===== config.mk =====
export PLATFORM = sky130hd
export DESIGN_NAME = jtkunio_gfx_rom_arb
export DESIGN_NICKNAME = d
export VERILOG_FILES = /design/src/rtl/jtkunio_gfx_rom_arb.sv
export SDC_FILE = /design/constraint.sdc
export NUM_CORES = 1
export LEC_CHECK = 0
export ABC_AREA = 1
export CORE_AREA = 2 2 142 179
export CTS_CLUSTER_DIAMETER = 50
export CTS_CLUSTER_SIZE = 12
export DETAILED_ROUTE_END_ITERATION = 10
export DIE_AREA = 0 0 144 181
export MAX_ROUTING_LAYER = met4
export PLACE_DENSITY_LB_ADDON = 0.08
export SLEW_MARGIN = 5
export SYNTH_ARGS = -nofsm -noshare
export SYNTH_HDL_FRONTEND = slang
export SYNTH_SLANG_ARGS = --single-unit

===== constraint.sdc =====
create_clock -name clk -period 3.75 [get_ports clk]
set_clock_uncertainty 0.05 [all_clocks]
set_input_delay 0.75 -clock clk [delete_from_list [all_inputs] [get_ports clk]]
set_output_delay 0.75 -clock clk [all_outputs]
set_load 0.02 [all_outputs]

===== src/rtl/jtkunio_gfx_rom_arb.sv =====
// Graphics ROM responder: char/scroll/object ports with one-entry tagged caches,
// arbitrated onto a single SDRAM read channel (fixed priority char > scr > obj).
module jtkunio_gfx_rom_arb #(
    parameter logic [21:0] CHAR_OFFSET = 22'h00000,
    parameter logic [21:0] SCR_OFFSET  = 22'h04000,
    parameter logic [21:0] OBJ_OFFSET  = 22'h24000
) (
    input  logic        clk,
    input  logic        rst_n,

    input  logic [13:0] char_addr,
    output logic [31:0] char_data,
    output logic        char_ok,

    input  logic [16:0] scr_addr,
    output logic [31:0] scr_data,
    output logic        scr_ok,

    input  logic        obj_cs,
    input  logic [17:0] obj_addr,
    output logic [31:0] obj_data,
    output logic        obj_ok,

    output logic [21:0] sdram_addr,
    output logic        sdram_req,
    input  logic        sdram_ack,
    input  logic        sdram_dst,
    input  logic [31:0] sdram_din
);

    localparam int NSLOT = 3;

    localparam logic [1:0] ST_IDLE = 2'd0;
    localparam logic [1:0] ST_ACK  = 2'd1;
    localparam logic [1:0] ST_DATA = 2'd2;

    // Slot storage: tags are kept at the widest client width (18 bits).
    logic [17:0]      tag_q  [NSLOT];
    logic [31:0]      data_q [NSLOT];
    logic [NSLOT-1:0] valid_q;

    logic [17:0]      addr_ext [NSLOT];
    logic [21:0]      offset   [NSLOT];
    logic [NSLOT-1:0] cs;
    logic [NSLOT-1:0] ok;
    logic [NSLOT-1:0] miss;

    logic [1:0]  state_q, state_d;
    logic [1:0]  sel_q, sel_d;
    logic [17:0] req_tag_q, req_tag_d;
    logic [21:0] sdram_addr_q, sdram_addr_d;
    logic        sdram_req_q, sdram_req_d;
    logic        fill_en;

    assign addr_ext[0] = {4'd0, char_addr};
    assign addr_ext[1] = {1'b0, scr_addr};
    assign addr_ext[2] = obj_addr;

    assign offset[0] = CHAR_OFFSET;
    assign offset[1] = SCR_OFFSET;
    assign offset[2] = OBJ_OFFSET;

    assign cs = {obj_cs, 2'b11};

    // Hit compare is against the live address so ok drops in the same cycle it changes.
    genvar gi;
    generate
        for (gi = 0; gi < NSLOT; gi++) begin : g_slot
            assign ok[gi]   = cs[gi] && valid_q[gi] && (tag_q[gi] == addr_ext[gi]);
            assign miss[gi] = cs[gi] && !ok[gi];
        end
    endgenerate

    assign char_data = data_q[0];
    assign scr_data  = data_q[1];
    assign obj_data  = data_q[2];
    assign char_ok   = ok[0];
    assign scr_ok    = ok[1];
    assign obj_ok    = ok[2];

    assign sdram_addr = sdram_addr_q;
    assign sdram_req  = sdram_req_q;

    always_comb begin
        state_d      = state_q;
        sel_d        = sel_q;
        req_tag_d    = req_tag_q;
        sdram_addr_d = sdram_addr_q;
        sdram_req_d  = sdram_req_q;
        fill_en      = 1'b0;
        case (state_q)
            ST_IDLE: begin
                if (|miss) begin
                    if (miss[0])      sel_d = 2'd0;
                    else if (miss[1]) sel_d = 2'd1;
                    else              sel_d = 2'd2;
                    req_tag_d    = addr_ext[sel_d];
                    sdram_addr_d = offset[sel_d] + {4'd0, addr_ext[sel_d]};
                    sdram_req_d  = 1'b1;
                    state_d      = ST_ACK;
                end
            end
            ST_ACK: begin
                if (sdram_ack) begin
                    sdram_req_d = 1'b0;
                    // Data may come back together with the ack.
                    if (sdram_dst) begin
                        fill_en = 1'b1;
                        state_d = ST_IDLE;
                    end else begin
                        state_d = ST_DATA;
                    end
                end
            end
            ST_DATA: begin
                if (sdram_dst) begin
                    fill_en = 1'b1;
                    state_d = ST_IDLE;
                end
            end
            default: state_d = ST_IDLE;
        endcase
    end

    always_ff @(posedge clk or negedge rst_n) begin
        if (!rst_n) begin
            state_q      <= ST_IDLE;
            sel_q        <= 2'd0;
            req_tag_q    <= '0;
            sdram_addr_q <= '0;
            sdram_req_q  <= 1'b0;
        end else begin
            state_q      <= state_d;
            sel_q        <= sel_d;
            req_tag_q    <= req_tag_d;
            sdram_addr_q <= sdram_addr_d;
            sdram_req_q  <= sdram_req_d;
        end
    end

    // The slot takes the latched request address as its tag, not the live input.
    always_ff @(posedge clk or negedge rst_n) begin
        if (!rst_n) begin
            for (int i = 0; i < NSLOT; i++) begin
                tag_q[i]  <= '0;
                data_q[i] <= '0;
            end
            valid_q <= '0;
        end else if (fill_en) begin
            tag_q[sel_q]   <= req_tag_q;
            data_q[sel_q]  <= sdram_din;
            valid_q[sel_q] <= 1'b1;
        end
    end

endmodule


After elaboration in Yosys (flattened, before gate mapping)
Cells that the tools add are included.

Flip-flop bits (word level): 198. Output and inout port bits: 122. Logic and storage cells: 74. Bits of input ports: 86.

Muxes and demuxes: 29. Bitwise operators: 3. Reduce and logical (&&, ||, !) cells: 16. Add/subtract/negate cells: 1. Order comparisons: 5. Eq/ne operators: 8.

Operators with widths (count): bitwise mux 96 bit (1); demux 32 bit (select 2 bit) (1); bitwise mux 54 bit (1); two-way mux 18 bit (3); binary-select mux 22 bit (select 2 bit) (1); two-way mux 22 bit (2); binary-select mux 18 bit (select 2 bit) (1); demux 18 bit (select 2 bit) (1); two-way mux 32 bit (1); adder 22 x 18 -> 22 bit (1); == test 18 x 14 -> 1 bit (1); == test 18 x 17 -> 1 bit (1); == test 18 bit (1); two-way mux 2 bit (8); logical AND 1 bit (7); >= comparator 3 bit, second input constant (2); != test 2 bit, second input constant (3); NOT 2 -> 3 bit (2); case mux 2 bit (3 select lines) (1); AND reduction 3 bit (2); two-way mux 1 bit (5); case mux 1 bit (2 select lines) (2); logical NOT 1 bit (3); less-than comparator 2 x 3 -> 1 bit, second input constant (1); other kinds (10) (10).

Logic depth before layout (Yosys ltp)
Depth after elaboration: 12. Mapped depth: 18. Mapped depth without buffers: 18.

Worst setup path after synthesis
Ideal clock, no wire load.

Kind: in2out. Start: in obj_addr[17]. End: out obj_ok. Data required time: 2950 ps. Setup slack: 955 ps. Arrival time: 1995 ps. Path buffers: 0. Cell stages on the path: 6. Path through: inv_1 > or2_2 > nand2_1 > nor4_1 > nand3_1 > nor4b_1.

Longest elaborated chain between the ends: 2.

Ends and longest elaborated chain: start: declaration (RTL line 20) `input logic [17:0] obj_addr,`; == test 18 bit (RTL line 69) `assign ok[gi] = cs[gi] && valid_q[gi] && (tag_q[gi] == addr_ext[gi]);`; logical AND 1 bit (RTL line 69); end: declaration (RTL line 22) `output logic obj_ok,`.

Every way passes these cells.

Final worst setup path
Start: in char_addr[1]. End: out char_ok.

Longest elaborated chain between the ends: 2.

Ends and longest elaborated chain: start: declaration (RTL line 11) `input logic [13:0] char_addr,`; == test 18 x 14 -> 1 bit (RTL line 69); logical AND 1 bit (RTL line 69); end: declaration (RTL line 13) `output logic char_ok,`.

Every way passes these cells.

==> run metrics <==
hold buffer count at CTS 0; Synth Warn # 0; sw power 2.67 mW; Via Count 7,177; ANT nets after route 0; crit path DAT 2.64 ns; depth of the most critical reg-to-reg path 13; chip width 144 um; vias in the first global route 7,281; final wirelength 25.3 mm; leading post-synthesis cells by cell area dfrtp_1 54%, nand2_1 14%, o21ai_0 10%; Die Area 26,100 sq um; core area 24,300 sq um; Routed WL per cell 16.1 um; CP most frequent cell nand2_1; peak per-stage delay on the critical path 0.63 ns; setup TNS 0 ns; DRC 0; chip height 181 um; Crit path required time 2.95 ns; Max-Cap Viols 0; syn_area_per_cell 8.08 sq um; Leakage 5.45 nW; clock root buffer clkbuf_16; most frequent cell after synthesis nand2_1; register area share after synthesis 53.9%; gpl congestion 0.969; maximum VDD drop 0.329 mV; Slew HR 37.4%; H-tree depth 4; Nets 1,317; endpoint class of the critical path primary output; DR pass1 iterations 4; final worst path period need 3.44 ns; register area 4530 sq um; Area Overhead vs Synth 34.8%; area of the multi-input gates 3080 sq um; RSZ-0062 raised after global routing no; detailed placement HPWL 18.7 mm; initial antenna violation count 1; grt ovf 0; Slew Viols, Final 0; Synth cell types 36; Comb power frac 37.2%; Detailed Route Iter0 Violations 391; first-pass GRT wire length 39.6 mm; Synth Cell Area 8400 sq um; vias per inst 4.58; CP delay by family, top buffers and inverters; sequential power share 38.8%; most used flip-flop cell after synthesis dfrtp_1; Clock Latency Late Sink 0.43 ns; Gate Count Post-Synth 1,040; most frequent cells after synthesis 312 x nand2_1, 181 x dfrtp_1, 168 x o21ai_0, 140 x inv_1, 51 x nor2_1; Net Sw Frac 36.7%; Clk pwr share 24.1%; final setup fails 0; Tcrit/Tclk final 91.7%; post-synthesis register bit count 181; Max Root-Sink Buffers 2; largest net degree at the start of global routing 102; WP depth 10; Num CTS Buffers 17; postcts setup bufs 0; worst slew pin tran 0.940 ns; Post-synth EDFFs 0; final instance area 11,300 sq um; Critical Path Fanout Max 2; Yosys top cell by area dfrtp_1; fill count 2,453; Final Hold Viols 0; Internal 4.59 mW; Critical Path Source Type primary input; PortBufs 204; post-synth top area share 53.9%; CTS tree built; status completed; ys async rst share 100%; Worst Hold Class primary input to asynchronous set/reset pin; Clock transition at path regs 0.07 ns; I/O pins 208; critical path class primary input to primary output; PwrDens 641 nW/um^2; layout cells sized above 1 5.66%; Core Rows 64; Slowest-stage cell, CP clkdlybuf4s50_1; Initial Util 34.6%; worst-path cell chain clkdlybuf4s50_1 > inv_1 > nand2_1 > nand2_1 > clkinv_1 > nand2_1 > nor2_1 > nand2_2 > nor2_1 > clkdlybuf4s50_1; Cell Area, Placed 10,800 sq um; fmax 291 MHz; CTS sink cnt 181; CP Buf/Inv Count 4; GRT Resource Usage Total 20.7%
-- routing by layer --
metal	GRT usage, %	part of all wire (%)	vias to the layer above
met1	24.7	43	3289
met3	5.99	6.4	45
li1	-	-	3631
met2	32.8	48	212
met4	8.08	3.1	0
met5	-	0	-
-- flip-flops by register name, summed over array words and instances (netlist names), 3 cells and up --
register / cells
tag_q: 54
char_data: 32
obj_data: 32
scr_data: 32
req_tag_q: 18
sdram_addr: 5
valid_q: 3
-- cell usage in the layout (no fill, tap or decap), types with 2 or more instances in the layout --
cell             netlist  final
a21oi_1                7      7
buf_12                 0      2
buf_4                 17     15
bufinv_16              0      2
clkbuf_1              33      3
clkbuf_16              0     17
clkbuf_8               0      2
clkdlybuf4s50_1        0    202
clkinv_2               0      5
clkinvlp_4             0      3
conb_1                 1      3
dfrtp_1              181    181
ha_1                   6      6
inv_1                140    140
inv_4                  2      2
nand2_1              312    312
nand2_2                3      3
nand3_1               25     22
nand3_4                0      3
nand4_1               15     15
nor2_1                51     51
nor2_2                 2      2
nor3_1                 4      4
nor4b_1                2      2
o2111ai_1              2      2
o21ai_0              168    168
o21ai_1               18     18
o221ai_1               2      2
o22ai_1               13     13
or2_2                 10     10
xnor2_1                3      3
xor2_1                 6      6
-- power groups by stage --
stage,Clock [mW],Sequential (mW),Combinational (mW)
CTS,1.80,2.82,2.74
detailed placement,0,2.84,2.73
floorplan,0,3.13,1.22
finish,1.75,2.81,2.70
global placement,0,2.83,2.71
global route,1.88,2.88,3.00
-- area by class of cell --
| type | count | area share [%] |
|---|---|---|
| Multi-Input combinational cell | 660 | 27.2 |
| Sequential cell | 181 | 40.0 |
| Clock buffer | 21 | 3.98 |
| Inverter | 144 | 4.82 |
| Antenna cell | 1 | 0.0221 |
| Timing Repair Buffer | 221 | 19.4 |
| Clock inverter | 10 | 0.950 |
| Tap cell | 330 | 3.64 |
-- per-stage QoR --
step	setup WS, ns	utilization [%]	cells	total power [mW]	hold slack [ns]
2_1_floorplan	0.955	-	1042	4.36	0.382
3_3_place_gp	0.0245	44.4	1536	5.54	0.392
3_5_place_dp	0.0585	44.4	1536	5.57	0.398
4_1_cts	0.0347	46.7	1567	7.35	0.330
5_1_grt	0.214	46.7	1568	7.76	0.351
6_report	0.313	46.7	1568	7.26	0.312
-- worst register-to-register path, cell delays in order (launching register included) --
cell and delay [ns]:
dfrtp_1 0.40, nand2_1 0.07, inv_1 0.03, nor2_1 0.19
nor2_1 0.09, nand4_1 0.13, nor2_2 0.07, buf_4 0.14
nand2_2 0.12, inv_4 0.11, a21oi_4 0.61, buf_4 0.30
nand2_1 0.06, o21ai_0 0.13
-- kinds of logic after synthesis --
family | synth area share [%]
AO/OA/AOI/OAI | 13.3
XOR/XNOR | 0.938
adder cells (fa/ha/maj) | 0.893
buffers and inverters | 9.98
flip-flops | 53.9
other | 0.0446
AND/OR/NAND/NOR | 21.0
-- worst paths after layout --
path,slack [ns],startpoint,endpoint
min reg2reg,0.41,valid_q[0],valid_q[0]
min,0.31,rst_n,tag_q[23]
max,0.31,char_addr[1],char_ok
max reg2reg,1.17,tag_q[22],sdram_addr[16]
max in group asynchronous,2.55,rst_n,tag_q[44]
min in group clk,0.41,valid_q[0],valid_q[0]
-- timing repair --
action / CTS / global route
endpoints found under the setup margin: 0 / 1
resized for setup: 0 / 1
endpoints found under the hold margin: 0 / 0
Note: power is estimated with default switching activity, not from simulation.
